--- src/rtl/pc_gen_ras_if.sv ---
// Fetch-side handshake between the branch predictor / recovery logic and
// the PC generator with its return-address stack.
interface pc_gen_ras_if #(
  parameter int WIDTH     = 32,
  parameter int RAS_DEPTH = 4
);
  localparam int CNT_W = $clog2(RAS_DEPTH) + 1;

  logic             stall;
  logic             flush;
  logic [WIDTH-1:0] save_pc;
  logic             pred_taken;
  logic             is_call;
  logic             is_ret;
  logic [WIDTH-1:0] pred_target;

  logic [WIDTH-1:0] pc_add;
  logic [CNT_W-1:0] ras_count;
  logic             ras_overflow;
  logic             ras_underflow;

  modport master (
    output stall, flush, save_pc, pred_taken, is_call, is_ret, pred_target,
    input  pc_add, ras_count, ras_overflow, ras_underflow
  );

  modport slave (
    input  stall, flush, save_pc, pred_taken, is_call, is_ret, pred_target,
    output pc_add, ras_count, ras_overflow, ras_underflow
  );
endinterface

--- src/rtl/pc_gen_ras.sv ---
// Registered fetch-PC generator with a circular return-address stack.
// Next-PC priority: flush > stall > return (stack non-empty) > call > taken > sequential.
module pc_gen_ras #(
  parameter int               WIDTH        = 32,
  parameter int               INC          = 4,
  parameter logic [WIDTH-1:0] RESET_VECTOR = '0,
  parameter int               RAS_DEPTH    = 4
) (
  input logic          clk,
  input logic          reset,
  pc_gen_ras_if.slave  bus
);

  localparam int               PTR_W = $clog2(RAS_DEPTH);
  localparam int               CNT_W = PTR_W + 1;
  localparam logic [CNT_W-1:0] FULL  = CNT_W'(RAS_DEPTH);
  localparam logic [WIDTH-1:0] STEP  = WIDTH'(INC);
  localparam logic [PTR_W-1:0] ONE   = PTR_W'(1);

  typedef enum logic [2:0] {
    SRC_FLUSH,
    SRC_HOLD,
    SRC_POP,
    SRC_CALL,
    SRC_TAKEN,
    SRC_SEQ
  } src_e;

  logic [WIDTH-1:0] r_pc;
  logic [PTR_W-1:0] r_ptr;       // next free slot; top of stack is r_ptr-1
  logic [CNT_W-1:0] r_count;
  logic             r_overflow;
  logic             r_underflow;
  logic [WIDTH-1:0] r_ras [RAS_DEPTH];

  src_e             w_src;
  logic [WIDTH-1:0] w_seq_pc;
  logic [WIDTH-1:0] w_top;
  logic [WIDTH-1:0] w_pc_next;
  logic [PTR_W-1:0] w_ptr_next;
  logic [CNT_W-1:0] w_count_next;
  logic             w_push;
  logic             w_pop;
  logic             w_empty;
  logic             w_full;
  logic             w_underflow_next;
  logic             w_overflow_next;

  assign w_seq_pc = r_pc + STEP;
  assign w_empty  = (r_count == '0);
  assign w_full   = (r_count == FULL);
  assign w_top    = r_ras[r_ptr - ONE];

  // An empty-stack return falls through to the call/taken/sequential choices.
  always_comb begin
    // NOTE: every always_comb output gets a default first so no path infers a latch.
    w_src = SRC_SEQ;
    if (bus.flush)                    w_src = SRC_FLUSH;
    else if (bus.stall)               w_src = SRC_HOLD;
    else if (bus.is_ret && !w_empty)  w_src = SRC_POP;
    else if (bus.is_call)             w_src = SRC_CALL;
    else if (bus.pred_taken)          w_src = SRC_TAKEN;
  end

  always_comb begin
    w_pc_next = w_seq_pc;
    w_push    = 1'b0;
    w_pop     = 1'b0;
    unique case (w_src)
      SRC_FLUSH: w_pc_next = bus.save_pc;
      SRC_HOLD:  w_pc_next = r_pc;
      SRC_POP: begin
        w_pc_next = w_top;
        w_pop     = 1'b1;
      end
      SRC_CALL: begin
        w_pc_next = bus.pred_target;
        w_push    = 1'b1;
      end
      SRC_TAKEN: w_pc_next = bus.pred_target;
      default:   w_pc_next = w_seq_pc;
    endcase
  end

  always_comb begin
    w_ptr_next   = r_ptr;
    w_count_next = r_count;
    if (w_push) begin
      w_ptr_next = r_ptr + ONE;
      if (!w_full) w_count_next = r_count + CNT_W'(1);
    end else if (w_pop) begin
      w_ptr_next   = r_ptr - ONE;
      w_count_next = r_count - CNT_W'(1);
    end
  end

  // A push into a full stack lands on the oldest slot, which is r_ptr itself.
  assign w_overflow_next  = r_overflow | (w_push & w_full);
  assign w_underflow_next = !bus.flush && !bus.stall && bus.is_ret && w_empty;

  always_ff @(posedge clk or negedge reset) begin
    if (!reset) begin
      r_pc        <= RESET_VECTOR;
      r_ptr       <= '0;
      r_count     <= '0;
      r_overflow  <= 1'b0;
      r_underflow <= 1'b0;
    end else begin
      // NOTE: sequential state uses non-blocking assignments so every register samples pre-edge values.
      r_pc        <= w_pc_next;
      r_ptr       <= w_ptr_next;
      r_count     <= w_count_next;
      r_overflow  <= w_overflow_next;
      r_underflow <= w_underflow_next;
    end
  end

  // NOTE: stack storage has no reset; entries are unreachable while r_count is zero.
  always_ff @(posedge clk) begin
    if (w_push && reset) r_ras[r_ptr] <= w_seq_pc;
  end

  assign bus.pc_add        = r_pc;
  assign bus.ras_count     = r_count;
  assign bus.ras_overflow  = r_overflow;
  assign bus.ras_underflow = r_underflow;

`ifndef SYNTHESIS
  a_count_bound : assert property (@(posedge clk) disable iff (!reset)
    r_count <= FULL);

  a_stall_holds : assert property (@(posedge clk) disable iff (!reset)
    (bus.stall && !bus.flush) |=> (r_pc == $past(r_pc)) && (r_count == $past(r_count)));

  a_flush_keeps_ras : assert property (@(posedge clk) disable iff (!reset)
    bus.flush |=> (r_count == $past(r_count)) && (r_ptr == $past(r_ptr)));
`endif

endmodule

--- src/flat_wrapper.sv ---
// flat-port wrapper written by rule: the top's interface ports become plain ports
module pc_gen_ras_flat 
#(
  parameter int               WIDTH        = 32,
  parameter int               INC          = 4,
  parameter logic [WIDTH-1:0] RESET_VECTOR = '0,
  parameter int               RAS_DEPTH    = 4
)
  (clk, reset, bus_stall, bus_flush, bus_save_pc, bus_pred_taken, bus_is_call, bus_is_ret, bus_pred_target, bus_pc_add, bus_ras_count, bus_ras_overflow, bus_ras_underflow);
  pc_gen_ras_if #(.WIDTH(WIDTH), .RAS_DEPTH(RAS_DEPTH)) bus_i ();
  input logic clk;
  input logic reset;
  input wire logic [$bits(bus_i.stall)-1:0] bus_stall;
  input wire logic [$bits(bus_i.flush)-1:0] bus_flush;
  input wire logic [$bits(bus_i.save_pc)-1:0] bus_save_pc;
  input wire logic [$bits(bus_i.pred_taken)-1:0] bus_pred_taken;
  input wire logic [$bits(bus_i.is_call)-1:0] bus_is_call;
  input wire logic [$bits(bus_i.is_ret)-1:0] bus_is_ret;
  input wire logic [$bits(bus_i.pred_target)-1:0] bus_pred_target;
  output wire logic [$bits(bus_i.pc_add)-1:0] bus_pc_add;
  output wire logic [$bits(bus_i.ras_count)-1:0] bus_ras_count;
  output wire logic [$bits(bus_i.ras_overflow)-1:0] bus_ras_overflow;
  output wire logic [$bits(bus_i.ras_underflow)-1:0] bus_ras_underflow;
  assign bus_i.stall = bus_stall;
  assign bus_i.flush = bus_flush;
  assign bus_i.save_pc = bus_save_pc;
  assign bus_i.pred_taken = bus_pred_taken;
  assign bus_i.is_call = bus_is_call;
  assign bus_i.is_ret = bus_is_ret;
  assign bus_i.pred_target = bus_pred_target;
  assign bus_pc_add = bus_i.pc_add;
  assign bus_ras_count = bus_i.ras_count;
  assign bus_ras_overflow = bus_i.ras_overflow;
  assign bus_ras_underflow = bus_i.ras_underflow;
  pc_gen_ras #(.WIDTH(WIDTH), .INC(INC), .RESET_VECTOR(RESET_VECTOR), .RAS_DEPTH(RAS_DEPTH)) u_core (.clk(clk), .reset(reset), .bus(bus_i));
endmodule
--- config.mk ---
export PLATFORM = sky130hd
export DESIGN_NAME = pc_gen_ras_flat
export DESIGN_NICKNAME = d
export VERILOG_FILES = /design/src/rtl/pc_gen_ras_if.sv /design/src/rtl/pc_gen_ras.sv /design/src/flat_wrapper.sv
export SDC_FILE = /design/constraint.sdc
export NUM_CORES = 1
export LEC_CHECK = 0
export ABC_AREA = 1
export CAP_MARGIN = 20
export CORE_MARGIN = 4
export CORE_UTILIZATION = 32
export DETAILED_ROUTE_END_ITERATION = 8
export PLACE_DENSITY = 0.59
export SYNTH_ARGS = -nofsm -noshare
export SYNTH_HDL_FRONTEND = slang
export SYNTH_SLANG_ARGS = --single-unit
--- constraint.sdc ---
create_clock -name clk -period 3 [get_ports clk]
set_input_delay 0.45 -clock clk [delete_from_list [all_inputs] [get_ports clk]]
set_output_delay 0.45 -clock clk [all_outputs]
set_load 0.01 [all_outputs]
; ---- After elaboration in Yosys (flattened, before gate mapping)
; Memory sizes are Yosys's and may differ from the RTL's.
; Index checks and enable logic that the tools add are counted.
[totals]
ff_bits = 39
ramBits = 128
output_inout_bits = 37
elab_cells = 47
mem_count = 1
[op_classes]
add_sub_neg = 5
n_eq_ne = 6
mux = 15
bitwise = 2
n_reduce_logical = 13
[memory_table]
columns = memory, words, word_bits, rd, rd_ports_with_merged_regs, write_ports, line_no
row1 = u_core.r_ras, 4, 32, 1, 0, 1, pc_gen_ras.sv:34  ; logic [WIDTH-1:0] r_ras [RAS_DEPTH];
[ops]
columns = operator, n
row1 = 32-bit one-hot mux with 4 select lines, 1
row2 = 32-bit by 3-bit adder with 32-bit output (second input constant), 1
row3 = 3-bit two-way mux, 7
row4 = 3-bit by 2-bit == test with 1-bit output (second input constant), 2
row5 = 3-bit == test (second input constant), 2
row6 = 3-bit zero test, 2
row7 = 1-bit logical AND, 5
row8 = 1-bit two-way mux, 5
row9 = 2-bit two-way mux, 2
row10 = 3-bit by 1-bit adder with 3-bit output (second input constant), 1
row11 = 3-bit by 1-bit == test with 1-bit output (second input constant), 1
row12 = 1-bit zero test, 3
row13 = 3-bit by 1-bit subtractor with 3-bit output (second input constant), 1
row14 = 2-bit by 1-bit adder with 2-bit output (second input constant), 1
row15 = 2-bit != test (second input constant), 1
row16 = 2-bit AND reduction, 1
row17 = 2-bit nonzero test, 1
row18 = 2-bit OR reduction, 1
row19 = 2-bit by 1-bit subtractor with 2-bit output (second input constant), 1
row20 = 1-bit bitwise AND, 1
row21 = 1-bit bitwise OR, 1

; ---- Longest topological paths before layout
[logic_depth]
ltp_word = 11
depth_mapped = 14

; ---- Worst setup path before layout
; OpenSTA, ideal clock, no wires.
[synth_path]
kind = register -> register
start = register u_core.r_ptr[0]
end = memory u_core.r_ras[0][0] (enable)
setup_ns = 0.421
t_arrival_ns = 2.523
t_required_ns = 2.579
slack_ns = 0.056
stages_incl_launch_ff = 8
n_path_buf = 3
period_less_slack_ns = 2.944
path_cell_list = dfrtp_1 buf_2 inv_2 buf_2 buf_2 ha_1 inv_1 nor2_1
[synth_lines]
columns = item, line_no
row1 = "start, declared", pc_gen_ras.sv:30  ; logic [PTR_W-1:0] r_ptr;
row2 = "start signal, assigned", pc_gen_ras.sv:111  ; r_ptr <= w_ptr_next;
row3 = "end, declared", pc_gen_ras.sv:34
; Straight into the memory's write port.

; ---- Worst setup path after layout
[layout_path]
start = register u_core.r_pc[3] (netlist: u_core.bus.pc_add[3])
end = register u_core.r_pc[12] (netlist: u_core.bus.pc_add[12])
[layout_between]
elab_chain_len = 2
[layout_rtl]
columns = item, line_no
row1 = "start, declared", pc_gen_ras.sv:29  ; logic [WIDTH-1:0] r_pc;
row2 = "start signal, assigned", pc_gen_ras.sv:110  ; r_pc <= w_pc_next;
row3 = 32-bit by 3-bit adder with 32-bit output, pc_gen_ras.sv:49  ; assign w_seq_pc = r_pc + STEP;
row4 = named net u_core.w_seq_pc[12], pc_gen_ras.sv:37  ; logic [WIDTH-1:0] w_seq_pc;
row5 = 32-bit one-hot mux with 4 select lines, pc_gen_ras.sv:69  ; unique case (w_src)
; The timed path passes the listed nets, and every way through them passes these cells.
; A chain may end at the register's enable or synchronous reset.

==> metrics.txt <==
switch share=0.380; Worst Setup End Kind=flop; outcome=complete, no violations; TritonCTS clock tree=built; H-tree depth=4; Largest stage delay, worst path=0.49 ns; async set or reset register ratio after synthesis=0.234; Die Wd=169 um; Worst slew margin=0.509; M3 GR Usage=0.0355; most frequent cells in the layout=nand2_1, nor2_1, edfxtp_1, clkdlybuf4s50_1, o21ai_0; Gate Count Post-Synth=938; Starting Density=0.328; Combinational Power Share=0.358; Row Count=between 50 and 60; final setup TNS=0 ns; final worst slack=0.770 ns; PostCTS Resize Cnt=0; fin crit period=2.23 ns; dpl ws=0.494 ns; pin count of the biggest net entering global routing=67; total die area=around 0.029 sq mm; fillcell total=2,501; crit path DAT=2.61 ns; GR met2 Demand/Resource=0.275; Longest Clk Path Bufs=2; Hold Vio Cnt, Final=0; DRC=0; clock slew at reported path FFs=roughly 0.070 ns; drt wl/cell=17.3 um; Die H=169 um; Post-CTS Setup Bufs=0; Tightest Pin Transition=0.736 ns; GP Congestion=0.883; syn_nets=between 1,000 and 1,500; final setup violation count=0; post-synthesis sequential area ratio=0.581; Syn Std Cell Area=0.00830 sq mm; synthesis warning total=0; Internal=5150 uW; # diodes=0; worst min path class=input pin to async pin; Top Usage Layer GRT=met2; Hold-fix buffers, CTS=0; Net Sw Power=3150 uW; f_max=0.448 GHz; Clk network pwr share=0.263; Critical Path Source Type=flop; Area Growth Syn to Fin=24.4%; global-route wire length before repair=37,800 um; Top Ports=approximately 110; PwrDens=about 800 mW/mm^2; DP HPWL=16,200 um; Seq pwr share=0.379; worst path required time=3.38 ns; antenna viol nets, final=0; RSZ-0062 raised after global routing=no; Overall Global Routing Usage=0.171; final wirelength=24,000 um; Avg Synthesized Cell Area=around 9 sq um; drt first-iter violations=573; GRT met1 Usage=0.237; worst hold slack=0.172 ns; Synth cell types=34; Final Max Slew Viols=0; Clock Latency Late Sink=0.44 ns; via count=6,755; part of the cycle the worst path needs=0.743; vias in the first global route=6,571; final global-route overflow total=0; initial antenna violation count=0; top_reg_cell synth=edfxtp_1; CTS sink cnt=167; most used cell, CP=nand2_1; Final #Nets=1,122; CP cell instances=ha_1 -> nand2_1 -> nor2_4 -> nand2_1 -> nor2_2 -> xor2_1 -> nor2_1 -> nor2_1 -> nand2_1 -> nand2_1; drt via density=around 4.9; commonest non-fill, non-tap cell in the layout=nand2_1; max-cap violation count=0; PortBufs=107; Clock Skews=0.0162 ns; drt first pass iters=5; synthesized flop and latch total=between 150 and 200; Core Box Area=0.0253 sq mm; share of cells above drive strength 1=0.0794; EDFF count, synth=~130; CTS root buf=clkbuf_16; Worst IR Drop VDD=0.402 mV; CTS Buf Count=17; CP Class=flop to flop; crit path max fanout=5; CP max stage cell=dfrtp_1; r2r setup slk=0.77 ns; P_leak=0.00410 uW
-- per-stage QoR --
stage               std cells   util  cell area (sq um)  total power [uW]
finish                   1388  0.408              10300              8300
global route             1388  0.408              10300              8840
CTS                      1388  0.408              10300              8340
detailed placement       1356  0.385               9740              6150
global placement         1356  0.385               9740              6140
floorplan                 938      -               8300              4920
-- worst max-delay path, delay by kind of cell (launching register included) --
kind	cells	cell delay [ns]
AND/OR/NAND/NOR	8	1.05
flip-flops	1	0.49
adder cells (fa/ha/maj)	1	0.23
XOR/XNOR	1	0.40
-- area by class of cell --
| cell class | count | area [sq um] | area share |
|---|---|---|---|
| clock inverters | 14 | 150 | 0.0145 |
| clock buffers | 18 | 429 | 0.0416 |
| inverters | 52 | 198 | 0.0192 |
| flip-flops and latches | 167 | 4820 | 0.467 |
| multi-input cells | 676 | 3070 | 0.297 |
| repair buffers | 131 | 1240 | 0.120 |
| well taps | 330 | 413 | 0.0400 |
-- power by group through the flow --
stage / Sequential (uW) / Combinational (uW) / Clock, uW
CTS: 3140 / 2980 / 2220
global route: 3170 / 3350 / 2310
finish: 3150 / 2970 / 2180
floorplan: 3140 / 1780 / 0
global placement: 3190 / 2950 / 0
detailed placement: 3190 / 2960 / 0
-- metal layers --
| metal | part of all wire | routed length (um) |
|---|---|---|
| met5 | 0 | 0 |
| met3 | 0.073 | 1760 |
| met1 | 0.45 | 10700 |
| met4 | 0.013 | 316 |
| met2 | 0.47 | 11200 |
-- state kept, by name (all words and copies together) (netlist names) --
name                      flops
u_core.bus.pc_add            32
u_core.bus.ras_count          3
u_core.bus.ras_overflow       1
u_core.bus.ras_underflow      1
u_core.r_ptr                  2
u_core.r_ras                128
-- worst paths after layout --
| check | startpoint | to | cells past startpoint |
|---|---|---|---|
| max reg2reg | u_core.bus.pc_add[3] | u_core.bus.pc_add[12] | 10 |
| min in group clk | u_core.bus.ras_overflow | u_core.bus.ras_overflow | 1 |
| min | reset | u_core.bus.ras_count[2] | 2 |
| max | u_core.bus.pc_add[3] | u_core.bus.pc_add[12] | 10 |
| min reg2reg | u_core.bus.ras_overflow | u_core.bus.ras_overflow | 1 |
| max in group asynchronous | reset | u_core.r_ptr[0] | 2 |
-- cell families after synthesis --
logic type / synth area share
DFF: 0.581
and+or+nand+nor: 0.249
xor gates and xnor gates: 0.0169
buffers and inverters: 0.0508
AOI/OAI and AO/OA: 0.0921
adders and majority gates: 0.00995
-- synth_stat cells, types with 3 or more instances --
master | instances | area (sq um)
nand2_1 | 322 | 1210
nor2_1 | 140 | 526
edfxtp_1 | 128 | 3840
o21ai_0 | 71 | 355
inv_1 | 44 | 165
dfrtp_1 | 39 | 976
a21oi_1 | 33 | 165
o22ai_1 | 28 | 175
nand3_1 | 25 | 125
clkbuf_1 | 22 | 82.6
xor2_1 | 14 | 123
buf_2 | 11 | 55.1
nand3b_1 | 11 | 82.6
inv_2 | 7 | 26.3
buf_6 | 5 | 56.3
ha_1 | 5 | 62.6
nand2_2 | 4 | 25.0
buf_4 | 3 | 22.5
nor2_2 | 3 | 18.8
o21bai_1 | 3 | 22.5
No activity file was read; power rests on OpenSTA's default activity.
